$ cat src/rtl/chacha_pkg.sv
// Shared constants and types for the ChaCha keystream XOR stage.
package chacha_pkg;

  localparam int CHACHA_WORD_W  = 32;
  localparam int CHACHA_BLOCK_W = 512;
  localparam int CHACHA_WORDS   = 16;

  typedef enum logic [1:0] {
    IDLE,
    WAIT_BLK,
    STREAM
  } ks_state_e;

  typedef logic [CHACHA_WORD_W-1:0] chacha_word_t;

endpackage

$ cat src/rtl/chacha_out_reg.sv
// Single-entry valid/ready output register carrying one result word and its last flag.
module chacha_out_reg
  import chacha_pkg::*;
#(
  parameter int WIDTH = $bits(chacha_word_t)
) (
  input  logic             clk,
  input  logic             reset,
  input  logic             load,
  input  logic [WIDTH-1:0] in_data,
  input  logic             in_last,
  input  logic             out_ready,
  output logic             out_valid,
  output logic [WIDTH-1:0] out_data,
  output logic             out_last
);

  // A load wins over a drain so one word per cycle flows without a bubble.
  always_ff @(posedge clk) begin
    if (!reset) begin
      out_valid <= 1'b0;
      out_data  <= '0;
      out_last  <= 1'b0;
    end else if (load) begin
      out_valid <= 1'b1;
      out_data  <= in_data;
      out_last  <= in_last;
    end else if (out_ready) begin
      out_valid <= 1'b0;
    end
  end

endmodule

$ cat src/rtl/chacha_keystream_xor.sv
// Keystream XOR stage: latches a 512-bit ChaCha block and XORs its words into a message stream.
// Macro CHACHA_KS_PREFETCH_EN adds a spare block buffer so consecutive blocks chain without a bubble.
module chacha_keystream_xor
  import chacha_pkg::*;
#(
  parameter int WORD_WIDTH      = CHACHA_WORD_W,
  parameter int BLOCK_WIDTH     = CHACHA_BLOCK_W,
  parameter int WORDS_PER_BLOCK = BLOCK_WIDTH / WORD_WIDTH
) (
  input  logic                   clk,
  input  logic                   reset,
  output logic                   blk_req,
  input  logic                   blk_valid,
  input  logic [BLOCK_WIDTH-1:0] blk_data,
  output logic                   blk_ready,
  input  logic                   msg_valid,
  input  logic [WORD_WIDTH-1:0]  msg_data,
  input  logic                   msg_last,
  output logic                   msg_ready,
  output logic                   out_valid,
  output logic [WORD_WIDTH-1:0]  out_data,
  output logic                   out_last,
  input  logic                   out_ready,
  output logic                   busy
);

  localparam int IDX_W = $clog2(CHACHA_WORDS);
  localparam logic [IDX_W-1:0] LAST_IDX = IDX_W'(WORDS_PER_BLOCK - 1);

  ks_state_e              state, state_next;
  logic [IDX_W-1:0]       idx;
  logic [BLOCK_WIDTH-1:0] blk_buf;
  logic                   xfer, load_blk, req_next;
  logic [WORD_WIDTH-1:0]  ks_word;

  assign msg_ready = (state == STREAM) && (!out_valid || out_ready);
  assign xfer      = msg_valid && msg_ready;
  assign busy      = (state != IDLE);
  assign ks_word   = blk_buf[int'(idx) * WORD_WIDTH +: WORD_WIDTH];

`ifdef CHACHA_KS_PREFETCH_EN
  logic [BLOCK_WIDTH-1:0] spare_buf;
  logic spare_full, outstanding, fill_spare, swap, stream_ready, want_req;

  assign stream_ready = (state == STREAM) && !spare_full;
  assign blk_ready    = (state == WAIT_BLK) || stream_ready;
  // A block arriving with the final word of the current one goes straight to the active buffer.
  assign fill_spare   = stream_ready && blk_valid && !(xfer && (msg_last || idx == LAST_IDX));
  assign want_req     = (state == STREAM) && !spare_full && !fill_spare && !outstanding &&
                        !blk_req && !(xfer && msg_last);
`else
  assign blk_ready = (state == WAIT_BLK);
`endif

  always_comb begin
    state_next = state;
    req_next   = 1'b0;
    load_blk   = 1'b0;
`ifdef CHACHA_KS_PREFETCH_EN
    swap       = 1'b0;
`endif
    case (state)
      IDLE: begin
        if (msg_valid) begin
          state_next = WAIT_BLK;
          req_next   = 1'b1;
        end
      end
      WAIT_BLK: begin
        if (blk_valid) begin
          load_blk   = 1'b1;
          state_next = STREAM;
        end
      end
      STREAM: begin
        if (xfer) begin
          if (msg_last) begin
            state_next = IDLE;
          end else if (idx == LAST_IDX) begin
`ifdef CHACHA_KS_PREFETCH_EN
            if (spare_full)     swap       = 1'b1;
            else if (blk_valid) load_blk   = 1'b1;
            else                state_next = WAIT_BLK;
`else
            state_next = WAIT_BLK;
            req_next   = 1'b1;
`endif
          end
        end
      end
      default: state_next = IDLE;
    endcase
`ifdef CHACHA_KS_PREFETCH_EN
    if (want_req) req_next = 1'b1;
`endif
  end

  always_ff @(posedge clk) begin
    if (!reset) begin
      state   <= IDLE;
      idx     <= '0;
      blk_buf <= '0;
      blk_req <= 1'b0;
    end else begin
      state   <= state_next;
      blk_req <= req_next;
      if (load_blk) begin
        blk_buf <= blk_data;
        idx     <= '0;
`ifdef CHACHA_KS_PREFETCH_EN
      end else if (swap) begin
        blk_buf <= spare_buf;
        idx     <= '0;
`endif
      end else if (xfer) begin
        idx <= idx + 1'b1;
      end
    end
  end

`ifdef CHACHA_KS_PREFETCH_EN
  // Tracks a request still in flight so the spare is asked for exactly once.
  always_ff @(posedge clk) begin
    if (!reset) begin
      spare_buf   <= '0;
      spare_full  <= 1'b0;
      outstanding <= 1'b0;
    end else begin
      outstanding <= (outstanding || blk_req) && !(blk_valid && blk_ready);
      if (fill_spare) begin
        spare_buf  <= blk_data;
        spare_full <= 1'b1;
      end else if (swap || (xfer && msg_last)) begin
        spare_full <= 1'b0;
      end
    end
  end
`endif

  chacha_out_reg #(.WIDTH(WORD_WIDTH)) u_out_reg (
    .clk       (clk),
    .reset     (reset),
    .load      (xfer),
    .in_data   (msg_data ^ ks_word),
    .in_last   (msg_last),
    .out_ready (out_ready),
    .out_valid (out_valid),
    .out_data  (out_data),
    .out_last  (out_last)
  );

endmodule

$ cat config.mk
export PLATFORM = sky130hd
export DESIGN_NAME = chacha_keystream_xor
export DESIGN_NICKNAME = d
export VERILOG_FILES = /design/src/rtl/chacha_pkg.sv /design/src/rtl/chacha_out_reg.sv /design/src/rtl/chacha_keystream_xor.sv
export SDC_FILE = /design/constraint.sdc
export NUM_CORES = 1
export LEC_CHECK = 0
export BUFFER_PORTS_ARGS = -buffer_cell sky130_fd_sc_hd__buf_2
export CAP_MARGIN = 20
export CORE_MARGIN = 4
export CORE_UTILIZATION = 50
export CTS_CLUSTER_DIAMETER = 100
export DETAILED_ROUTE_END_ITERATION = 8
export PLACE_DENSITY = 0.72
export SYNTH_ARGS = -nofsm -noshare
export SYNTH_HDL_FRONTEND = slang
export SYNTH_SLANG_ARGS = --single-unit
export TNS_END_PERCENT = 10
$ cat constraint.sdc
create_clock -name clk -period 5.3 [get_ports clk]
set_clock_uncertainty 0.15 [all_clocks]
set_input_delay 1.06 -clock clk [delete_from_list [all_inputs] [get_ports clk]]
set_output_delay 1.06 -clock clk [all_outputs]
set_load 0.02 [all_outputs]
# Word-level counts from Yosys, hierarchy flattened

Cells that the tools add are included.
Widths: inputs -> output; s select.

Register bits: 553
Input port bits: 550
Output and inout port bits: 38
Logic and storage cells: 42

$add $sub $neg: 1
Eq/ne operators: 7
Shifts and indexed selects: 1
Mux-type cells: 15
Bitwise gates (word level): 2
Reduce and logical (&&, ||, !) cells: 9

Operator list:

| cell                | count |
|---|---|
| $shiftx 512x10->32  | 1 |
| $xor 32x32->32      | 1 |
| $mux 2              | 5 |
| $mux 1              | 8 |
| $pmux 2 s3          | 1 |
| $add 4x1->4 const B | 1 |
| $eq 4x4->1 const B  | 1 |
| $ne 2x2->1 const B  | 2 |
| $reduce_and 4->1    | 1 |
| $reduce_bool 2->1   | 2 |
| $ne 3x2->1 const B  | 1 |
| $eq 2x1->1 const B  | 1 |
| $eq 2x2->1 const B  | 1 |
| $logic_and 1x1->1   | 2 |
| $logic_not 2->1     | 1 |
| $ne 2x1->1 const B  | 1 |
| $pmux 1 s2          | 1 |
| $reduce_or 2->1     | 1 |
| $logic_not 1->1     | 1 |
| $logic_or 1x1->1    | 1 |
| $not 1->1           | 1 |

# Longest topological paths before layout

Gate-level depths: netlist of the first run.

Depth in word-level cells: 6
Mapped depth: 9
Mapped depth without buffers: 6

# Hierarchy

A second synthesis of the first run with hierarchy kept.

Cells, all modules: 2,639
Area, all modules: 24,488.5 um2

Modules (own cells, without submodules):

| module               | times used | cells an instance | area each (um2) | sequential area each (um2) |
|---|---|---|---|---|
| chacha_keystream_xor | 1          | 2,530             | 23,174.7        | 10,390.0 |
| chacha_out_reg       | 1          | 109               | 1,313.8         | 680.7 |

# Worst setup path before layout of the first run

No wires, ideal clock.

Path kind: in2reg
Start point: input out_ready
End point: register u_out_reg.out_data[22]
Library setup time: 0.117 ns
Arrival: 2.467 ns
Data required time: 5.033 ns
Setup slack: 2.566 ns
Stages on the path: 8
Path buffers: 3
Cells stage by stage: nand2b_1 > and3_1 > buf_2 > and2_1 > clkbuf_1 > clkbuf_1 > a221o_1 > a22o_1

Word-level cells in the longest chain between the ends: 3

Ends and longest elaborated chain:

| item                 | RTL line                   | source |
|---|---|---|
| start, declared      | chacha_keystream_xor.sv:23 | `input logic out_ready,` |
| $logic_or 1x1->1     | chacha_keystream_xor.sv:36 | `assign msg_ready = (state == STREAM) && (!out_valid \|\| out_ready);` |
| $logic_and 1x1->1    | chacha_keystream_xor.sv:36 |  |
| $logic_and 1x1->1    | chacha_keystream_xor.sv:37 | `assign xfer = msg_valid && msg_ready;` |
| end signal, assigned | chacha_out_reg.sv:26       | `out_data <= in_data;` |
| end, declared        | chacha_out_reg.sv:14       | `output logic [WIDTH-1:0] out_data,` |

Every way passes these cells.
A chain may end at the register's enable or synchronous reset.

# Worst setup path after layout of the first run

Start point: register idx[1]
End point: register u_out_reg.out_data[15]

Word-level cells in the longest chain between the ends: 2

Ends and longest elaborated chain:

| item                   | RTL line                    | source |
|---|---|---|
| start, declared        | chacha_keystream_xor.sv:31  | `logic [IDX_W-1:0] idx;` |
| start signal, assigned | chacha_keystream_xor.sv:116 | `idx <= idx + 1'b1;` |
| $shiftx 512x10->32     | chacha_keystream_xor.sv:39  | `assign ks_word = blk_buf[int'(idx) * WORD_WIDTH +: WORD_WIDTH];` |
| $xor 32x32->32         | chacha_keystream_xor.sv:144 | `.in_data (msg_data ^ ks_word),` |

Every way passes these cells.

==> flow_metrics.env, run 1 <==
export IMPL_timing_final_crit_share_pct=64.9
export IMPL_core_area_sq_um=48100
export IMPL_setup_viol=0
export IMPL_clock_path_buffers=3
export IMPL_swShare_pct=24.7
export IMPL_num_vias=21700
export IMPL_peakVddDrop_v=0.000261
export IMPL_cts_repair_resized=0
export IMPL_grt_max_degree=259
export IMPL_clk_latency_ns=0.60
export IMPL_start_kind="register"
export IMPL_rsz0062_at_grt="no"
export IMPL_ant_nets=0
export IMPL_overflow=0
export IMPL_ys_ff_latch=553
export IMPL_synth_cell_types=35
export IMPL_end_kind="register"
export IMPL_detailedRoute_firstIterationViolations=2101
export IMPL_seq_area_sq_um=11100
export IMPL_p_int_w=0.00694
export IMPL_syn_inst=2755
export IMPL_r2r_setup_slack_ns=1.86
export IMPL_cts_sinks=553
export IMPL_dpl_hpwl_um=58600
export IMPL_ys_async_sr_fraction_pct=0
export IMPL_finalHoldViolCount=0
export IMPL_synth_edf_count=0
export IMPL_worstPathArrival_ns=3.78
export IMPL_clk_pin_slew_worst_paths_ns=0.06
export IMPL_grt_use_total_pct=29.1
export IMPL_wirelength_um=80000
export IMPL_std_cell_rows=80
export IMPL_chipHeight_um=229
export IMPL_run_status="finished, final reports clean"
export IMPL_hold_path_depth=2
export IMPL_io_pins=588
export IMPL_port_buffers=587
export IMPL_combPwrFrac_pct=10.0
export IMPL_synthTopCellsByArea="dfxtp_1 45%, nand2_1 16%, a21boi_0 16%"
export IMPL_power_density_nw_per_um2=311
export IMPL_worst_ep_required_time_ns=5.64
export IMPL_crit_fanout=47
export IMPL_routabilityCongestion=0.917
export IMPL_whs_endpoint="blk_buf[91]$_SDFFE_PN0P_"
export IMPL_die_w_um=229
export IMPL_synth_area_leader_cell="dfxtp_1"
export IMPL_fillCellCount=4170
export IMPL_grt_pass1_vias=21300
export IMPL_r2r_end="u_out_reg.out_data[15]$_SDFFE_PN0P_"
export IMPL_reg2regPathDepth=6
export IMPL_use_met3_pct=6.09
export IMPL_drive_gt1_share_pct=27.0
export IMPL_multi_input_area_sq_um=12500
export IMPL_p_leak_nw=11.1
export IMPL_cts_root_buf="clkbuf_16"
export IMPL_postLayoutCoreUtil_pct=61.4
export IMPL_p_seq_share_pct=48.2
export IMPL_p_switching_w=0.00227
export IMPL_synth_commonest_cells="1034 x nand2_1, 553 x dfxtp_1, 515 x a21boi_0, 208 x clkbuf_1, 89 x mux2_2"
export IMPL_htreeDepth=2
export IMPL_ys_warn_count=0
export IMPL_ys_seq_area_share_pct=45.1
export IMPL_firstDrtPassIters=6
export IMPL_mappedNetlistNets=3306
export IMPL_tritoncts="done"
export IMPL_avgSynthCellArea_sq_um=8.90
export IMPL_antenna_found_initial=22
export IMPL_relSlewSlack_pct=27.4
export IMPL_critPathKind="register to register"
export IMPL_fmax_mhz=291
export IMPL_dieArea_sq_um=52700
export IMPL_postCtsSetupBuffers=0
export IMPL_ctsHoldBuffers=0
export IMPL_final_nets=3749
export IMPL_drc=0
export IMPL_grt_pass1_wl_um=122000
export IMPL_syn_to_final_growth_pct=20.6
export IMPL_grt_util_met1_pct=40.9
export IMPL_synthFlopType="dfxtp_1"
export IMPL_worst_pin_slew_ns=1.09
export IMPL_maxCapViolCount=0
export IMPL_fin_tns_setup_ns=0
export IMPL_viasPerCell=5.56
export IMPL_min_from="blk_buf[91]$_SDFFE_PN0P_"
export IMPL_start_util_pct=50.9
export IMPL_fin_crit_ns=3.44
export IMPL_use_met2_pct=44.3
export IMPL_p_clk_share_pct=41.7
export IMPL_fin_hold_ws_ns=0.312
export IMPL_synth_top_cell_area_share_pct=45.1
export IMPL_hold_path_class="register to register"
export IMPL_busiest_layer="met2"
export IMPL_synth_area_sq_um=24500
export IMPL_drv_slew=0
export IMPL_numCtsBuffers=57
export IMPL_synth_most_common_cell="nand2_1"
export IMPL_wire_per_inst_um=20.5
export IMPL_reg2reg_from="idx[1]$_SDFFE_PP0P_"
per-layer routing:
| layer | vias to the layer above | routed length, um |
|---|---|---|
| li1 | 10300 | - |
| met1 | 10300 | 35300 |
| met2 | 876 | 35200 |
| met3 | 148 | 6680 |
| met4 | 14 | 2670 |
| met5 | - | 81 |
power by group through the flow:
stage | Sequential [W] | Combinational [W] | Clock, W
2_1_floorplan | 0.00452 | 0.000472 | 0
3_3_place_gp | 0.00453 | 0.000896 | 0
3_5_place_dp | 0.00453 | 0.000915 | 0
4_1_cts | 0.00444 | 0.000919 | 0.00390
5_1_grt | 0.00446 | 0.00101 | 0.00408
6_report | 0.00444 | 0.000925 | 0.00384
flip-flops by register name, indices dropped and copies added (netlist names):
signal and flops:
u_out_reg.out_data 32, state 2, idx 4, blk_buf 512, u_out_reg.out_valid 1, blk_req 1, u_out_reg.out_last 1
layout make-up:
| cell class | count | area share, % |
|---|---|---|
| well taps | 656 | 2.78 |
| multi-input cells | 1964 | 42.4 |
| diodes | 12 | 0.102 |
| flip-flops and latches | 553 | 37.5 |
| clock inverters | 15 | 0.394 |
| clock buffers | 81 | 5.58 |
| inverters | 1 | 0.0127 |
| repair buffers | 621 | 11.3 |
per-stage QoR:
step                instances  worst slack, ns  total power (W)  instance area [sq um]
detailed placement       3794             1.76          0.00544                  27700
CTS                      3890             1.75          0.00925                  29500
finish                   3903             1.86          0.00921                  29600
global route             3901             1.59          0.00954                  29600
global placement         3793             1.87          0.00542                  27700
floorplan                2755             2.57          0.00499                  24500
cells by family (layout without fill, tap and decap cells):
| family | after synthesis | count (layout) | share of synthesized area [%] |
|---|---|---|---|
| adders and majority gates | 1 | 1 | 0.0510 |
| other | 0 | 12 | 0 |
| AOI/OAI and AO/OA | 679 | 679 | 21.4 |
| muxes | 225 | 225 | 13.0 |
| xor gates and xnor gates | 3 | 3 | 0.107 |
| and+or+nand+nor | 1056 | 1056 | 16.4 |
| buffers and inverters | 238 | 718 | 3.89 |
| DFF | 553 | 553 | 45.1 |
placed cells by master, fill, tap and decap left out, types with 2 or more instances in the layout:
cell / instances
nand2_1: 1033
buf_2: 586
dfxtp_1: 550
a21boi_0: 515
mux2_2: 89
mux2i_1: 65
mux4_2: 64
clkbuf_16: 59
o22ai_1: 32
a221oi_1: 32
o221ai_1: 32
a221o_1: 32
a22o_1: 32
buf_4: 24
clkbuf_1: 13
diode_2: 12
clkbuf_8: 9
clkinv_2: 9
buf_12: 8
mux2_4: 7
nor2b_1: 4
and2_1: 4
nand2b_1: 3
nor2_1: 3
xor2_1: 2
clkinv_4: 2
clkinvlp_4: 2
dfxtp_4: 2
buf_16: 2
worst max path at each step:
stage                              from                                   to  slack (ns)  cells after the start
finish              idx[1]$_SDFFE_PP0P_  u_out_reg.out_data[15]$_SDFFE_PN0P_        1.86                      6
global route        idx[1]$_SDFFE_PP0P_  u_out_reg.out_data[31]$_SDFFE_PN0P_        1.59                      6
CTS                 idx[1]$_SDFFE_PP0P_  u_out_reg.out_data[31]$_SDFFE_PN0P_        1.75                      6
detailed placement  idx[1]$_SDFFE_PP0P_  u_out_reg.out_data[31]$_SDFFE_PN0P_        1.76                      6
global placement    idx[1]$_SDFFE_PP0P_  u_out_reg.out_data[31]$_SDFFE_PN0P_        1.87                      6
floorplan                     out_ready  u_out_reg.out_data[22]$_SDFFE_PN0P_        2.57                      8
critical path: stages (launching register included):
cell and delay [ns]:
dfxtp_4 1.01, buf_4 0.64, mux2_2 0.26, o22ai_1 0.07, a221oi_1 0.70, o221ai_1 0.24, a22o_1 0.22
Power figures use the tool's default switching activity.
==> inputs of run 2 (changes only) <==
CORE_ASPECT_RATIO = 1.5   (was not set)
CORE_UTILIZATION = 49   (was 50)
PLACE_DENSITY = 0.74   (was 0.72)
clock period = 2.8 ns   (was 5.3 ns; I/O delays follow)
==> flow_metrics.env, run 2 (synthesized netlist as in run 1, its figures left out) <==
export IMPL_run_status="finished, final reports clean"
export IMPL_start_util_pct=49.5
export IMPL_routabilityCongestion=0.955
export IMPL_setup_viol=0
export IMPL_layout_common_cells="1031 x nand2_1, 586 x buf_2, 550 x dfxtp_1, 515 x a21boi_0, 89 x mux2_2"
export IMPL_postCtsSetupBuffers=0
export IMPL_fin_crit_ns=2.44
export IMPL_p_int_w=0.0134
export IMPL_grt_use_total_pct=28.9
export IMPL_port_buffers=587
export IMPL_std_cell_rows=100
export IMPL_final_common_cell="nand2_1"
export IMPL_wirelength_um=81400
export IMPL_overflow=0
export IMPL_grt_pass1_vias=21700
export IMPL_fillCellCount=4416
export IMPL_drive_gt1_share_pct=28.1
export IMPL_cp_startpoint="idx[1]$_SDFFE_PP0P_"
export IMPL_grt_pass1_wl_um=122000
export IMPL_ant_nets=0
export IMPL_syn_to_final_growth_pct=22.3
export IMPL_ctsHoldBuffers=0
export IMPL_grt_max_degree=257
export IMPL_final_nets=3776
export IMPL_num_vias=21900
export IMPL_critPathKind="register to register"
export IMPL_wire_per_inst_um=20.7
export IMPL_p_seq_share_pct=47.5
export IMPL_peakVddDrop_v=0.000434
export IMPL_drv_slew=0
export IMPL_start_kind="register"
export IMPL_core_area_sq_um=49500
export IMPL_hold_path_class="primary input to register"
export IMPL_swShare_pct=24.4
export IMPL_p_switching_w=0.00433
export IMPL_p_total_w=0.0177
export IMPL_htreeDepth=2
export IMPL_dpl_hpwl_um=62400
export IMPL_viasPerCell=5.56
export IMPL_firstDrtPassIters=5
export IMPL_stdcell_count=3935
export IMPL_numCtsBuffers=52
export IMPL_clk_latency_ns=0.58
export IMPL_power_density_nw_per_um2=591
export IMPL_r2r_setup_slack_ns=0.36
export IMPL_tritoncts="done"
export IMPL_relSlewSlack_pct=28.6
export IMPL_drc=0
export IMPL_chipHeight_um=282
export IMPL_r2r_end="u_out_reg.out_data[30]$_SDFFE_PN0P_"
export IMPL_rsz0062_at_grt="no"
export IMPL_reg2reg_from="idx[1]$_SDFFE_PP0P_"
export IMPL_maxCapViolCount=0
export IMPL_cts_root_buf="clkbuf_16"
export IMPL_worstPathArrival_ns=2.76
export IMPL_largestRegisters="blk_buf x512, u_out_reg.out_data x32, idx x4"
export IMPL_fmax_mhz=409
export IMPL_clock_path_buffers=3
export IMPL_cts_sinks=553
export IMPL_fin_tns_setup_ns=0
export IMPL_timing_final_crit_share_pct=87.2
export IMPL_worst_ep_required_time_ns=3.11
export IMPL_detailedRoute_firstIterationViolations=1547
export IMPL_combPwrFrac_pct=10.1
export IMPL_antenna_found_initial=6
export IMPL_largest_reg_flops=512
export IMPL_finalHoldViolCount=0
export IMPL_p_clk_share_pct=42.4
export IMPL_die_w_um=191
export IMPL_cts_repair_resized=0
export IMPL_end_kind="register"
export IMPL_crit_fanout=44
export IMPL_dp_cells=3834
export IMPL_dieArea_sq_um=53800
export IMPL_p_leak_nw=11.3
export IMPL_clk_pin_slew_worst_paths_ns=0.07
export IMPL_worst_pin_slew_ns=1.07
export IMPL_io_pins=588
export IMPL_crit_end="u_out_reg.out_data[30]$_SDFFE_PN0P_"
export IMPL_reg2regPathDepth=5
export IMPL_top_register="blk_buf"
## run 2: worst min-delay path by stage
stage / startpoint / end / slack, ns / depth (start not counted)
5_1_grt: blk_data[282] / blk_buf[282]$_SDFFE_PN0P_ / 0.08 / 3
2_1_floorplan: state[0]$_SDFFE_PN0P_ / blk_req$_SDFF_PN0_ / 0.29 / 1
3_5_place_dp: blk_buf[273]$_SDFFE_PN0P_ / blk_buf[273]$_SDFFE_PN0P_ / 0.31 / 2
3_3_place_gp: blk_buf[485]$_SDFFE_PN0P_ / blk_buf[485]$_SDFFE_PN0P_ / 0.30 / 2
4_1_cts: blk_data[154] / blk_buf[154]$_SDFFE_PN0P_ / 0.06 / 3
6_report: blk_data[0] / blk_buf[0]$_SDFFE_PN0P_ / 0.08 / 3
## run 2: power groups by stage
stage | Combinational [W] | Sequential, W | Clock (W)
floorplan | 0.000893 | 0.00855 | 0
global placement | 0.00174 | 0.00857 | 0
detailed placement | 0.00178 | 0.00858 | 0
CTS | 0.00179 | 0.00840 | 0.00760
global route | 0.00196 | 0.00843 | 0.00790
finish | 0.00180 | 0.00841 | 0.00751
## run 2: layer usage
metal	share of wire (%)	up-vias	track usage (%)	wire length [um]
li1	-	10400	-	-
met1	41	10300	37.9	33300
met2	46	943	46.9	37600
met3	7.4	195	4.22	6000
met4	5.6	0	14.4	4570
met5	0	-	0	0
## run 2: worst max-delay path, cell delays in order, from the launching register on
cell	delay, ns
dfxtp_4	0.40
buf_12	0.30
mux4_2	0.55
mux2_2	0.31
a221o_1	0.33
a22o_1	0.23
## run 2: cell type report
class                   count  area [sq um]  share of cell area (%)
clock buffers              64          1440                    4.79
flip-flops and latches    553         11100                    36.9
inverters                   1          3.75                  0.0125
well taps                 663           830                    2.77
multi-input cells        1964         12500                    41.8
repair buffers            653          3720                    12.4
diodes                      7          17.5                  0.0584
clock inverters            30           365                    1.22
## run 2: metrics by stage
| stage | instance area [sq um] | setup WS, ns | utilization (%) | hold WS [ns] |
|---|---|---|---|---|
| final | 30000 | 0.358 | 60.5 | 0.0848 |
| after global routing | 30000 | 0.263 | 60.5 | 0.0752 |
| after CTS | 30000 | 0.344 | 60.5 | 0.0595 |
| after detailed placement | 28200 | 0.345 | 56.8 | 0.308 |
| after global placement | 28200 | 0.377 | 56.8 | 0.301 |
| after floorplan | 24500 | 0.451 | - | 0.288 |
==> inputs of run 3 (changes only) <==
REMOVE_ABC_BUFFERS = 1   (was not set)
==> flow_metrics.env, run 3 (synthesized netlist as in run 1, its figures left out) <==
export IMPL_die_w_um=191
export IMPL_timing_final_crit_share_pct=90.3
export IMPL_syn_to_final_growth_pct=22.2
export IMPL_fmax_mhz=396
export IMPL_drv_slew=0
export IMPL_num_vias=21700
export IMPL_dieArea_sq_um=53800
export IMPL_rsz0062_at_grt="no"
export IMPL_largestRegisters="blk_buf x512, u_out_reg.out_data x32, idx x4"
export IMPL_ant_nets=0
export IMPL_clock_path_buffers=3
export IMPL_cts_root_buf="clkbuf_16"
export IMPL_r2r_setup_slack_ns=0.27
export IMPL_finalHoldViolCount=0
export IMPL_clk_latency_ns=0.56
export IMPL_std_cell_rows=100
export IMPL_layout_common_cells="1030 x nand2_1, 586 x buf_2, 550 x dfxtp_1, 515 x a21boi_0, 89 x mux2_2"
export IMPL_io_pins=588
export IMPL_top_register="blk_buf"
export IMPL_cts_sinks=553
export IMPL_routabilityCongestion=0.939
export IMPL_max_stage_delay_ns=0.58
export IMPL_dpl_hpwl_um=58200
export IMPL_hold_path_depth=3
export IMPL_chipHeight_um=282
export IMPL_numCtsBuffers=51
export IMPL_wirelength_um=80000
export IMPL_overflow=0
export IMPL_reg2regPathDepth=5
export IMPL_firstDrtPassIters=5
export IMPL_worst_pin_slew_ns=1.13
export IMPL_final_common_cell="nand2_1"
export IMPL_grt_use_total_pct=28.1
export IMPL_peakVddDrop_v=0.000387
export IMPL_hold_path_class="primary input to register"
export IMPL_worst_ep_required_time_ns=3.11
export IMPL_core_area_sq_um=49500
export IMPL_grt_pass1_vias=21800
export IMPL_crit_fanout=28
export IMPL_cts_repair_resized=0
export IMPL_antenna_found_initial=5
export IMPL_power_density_nw_per_um2=574
export IMPL_relSlewSlack_pct=24.4
export IMPL_ctsHoldBuffers=0
export IMPL_largest_reg_flops=512
export IMPL_postLayoutCoreUtil_pct=60.5
export IMPL_fin_hold_ws_ns=0.0835
export IMPL_start_kind="register"
export IMPL_htreeDepth=2
export IMPL_p_total_w=0.0172
export IMPL_slowest_stage="dfxtp_4"
export IMPL_postCtsSetupBuffers=0
export IMPL_run_status="finished, final reports clean"
export IMPL_critPathKind="register to register"
export IMPL_drc=0
export IMPL_maxCapViolCount=0
export IMPL_start_util_pct=49.5
export IMPL_final_nets=3779
export IMPL_setup_viol=0
export IMPL_grt_pass1_wl_um=119000
export IMPL_end_kind="register"
export IMPL_worstPathArrival_ns=2.84
export IMPL_clk_pin_slew_worst_paths_ns=0.06
export IMPL_drive_gt1_share_pct=27.9
export IMPL_finalWorstSetupSlack_ns=0.272
export IMPL_fin_crit_ns=2.53
export IMPL_port_buffers=587
export IMPL_viasPerCell=5.52
export IMPL_fin_tns_setup_ns=0
export IMPL_p_leak_nw=11.3
export IMPL_wire_per_inst_um=20.3
export IMPL_tritoncts="done"
export IMPL_path_cells="buf_12 > mux4_2 > mux2_4 > a221o_1 > a22o_1"
export IMPL_detailedPlace_worstSlack_ns=0.249
export IMPL_grt_max_degree=245
export IMPL_detailedRoute_firstIterationViolations=1524
==> run 3: changes by cell type in the layout (fill, tap and decap cells not counted), moves of 4 or more <==
cell / change
clkbuf_8: +7
buf_12: +4
diode_2: -4
clkbuf_1: +9
bufinv_16: -6
clkinv_2: -10
==> run 3: final timing paths <==
path,end,startpoint
min,blk_buf[214]$_SDFFE_PN0P_,blk_data[214]
max,u_out_reg.out_data[27]$_SDFFE_PN0P_,idx[1]$_SDFFE_PP0P_
min reg2reg,blk_buf[13]$_SDFFE_PN0P_,blk_buf[13]$_SDFFE_PN0P_
max reg2reg,u_out_reg.out_data[27]$_SDFFE_PN0P_,idx[1]$_SDFFE_PP0P_
==> run 3: area by class of cell <==
cell class / count / area (sq um)
Sequential cell: 553 / 11100
Antenna cell: 3 / 7.51
Multi-Input combinational cell: 1964 / 12500
Inverter: 1 / 3.75
Tap cell: 663 / 830
Clock buffer: 80 / 1570
Fill cell: 4338 / 19600
Timing Repair Buffer: 657 / 3800
Clock inverter: 14 / 141
==> run 3: where the power goes <==
part           internal [W]  total [W]  switching [W]  leakage, nW
registers           0.00820    0.00839       0.000192         4.50
logic              0.000804    0.00177       0.000964         5.97
clock network       0.00404    0.00705        0.00301        0.836
total                0.0130     0.0172        0.00417         11.3
==> run 3: critical path, delay by kind of cell (launching register included) <==
family / cells / cell delay [ns]
buf+inv: 1 / 0.30
compound gates: 2 / 0.55
flops: 1 / 0.58
mux: 2 / 0.81
==> run 3: per-stage QoR <==
stage	instance area (sq um)	cells
finish	30000	3935
global route	30000	3935
CTS	30000	3932
detailed placement	28300	3838
global placement	28300	3838
floorplan	23600	2518
==> run 3: routing by layer <==
metal / share of wire (%) / global-route usage (%) / up-vias
met5: 0.016 / 0 / -
met4: 6.4 / 16.9 / 2
met3: 6.0 / 3.77 / 237
met2: 50 / 48.5 / 839
met1: 38 / 33.2 / 10300
li1: - / - / 10400
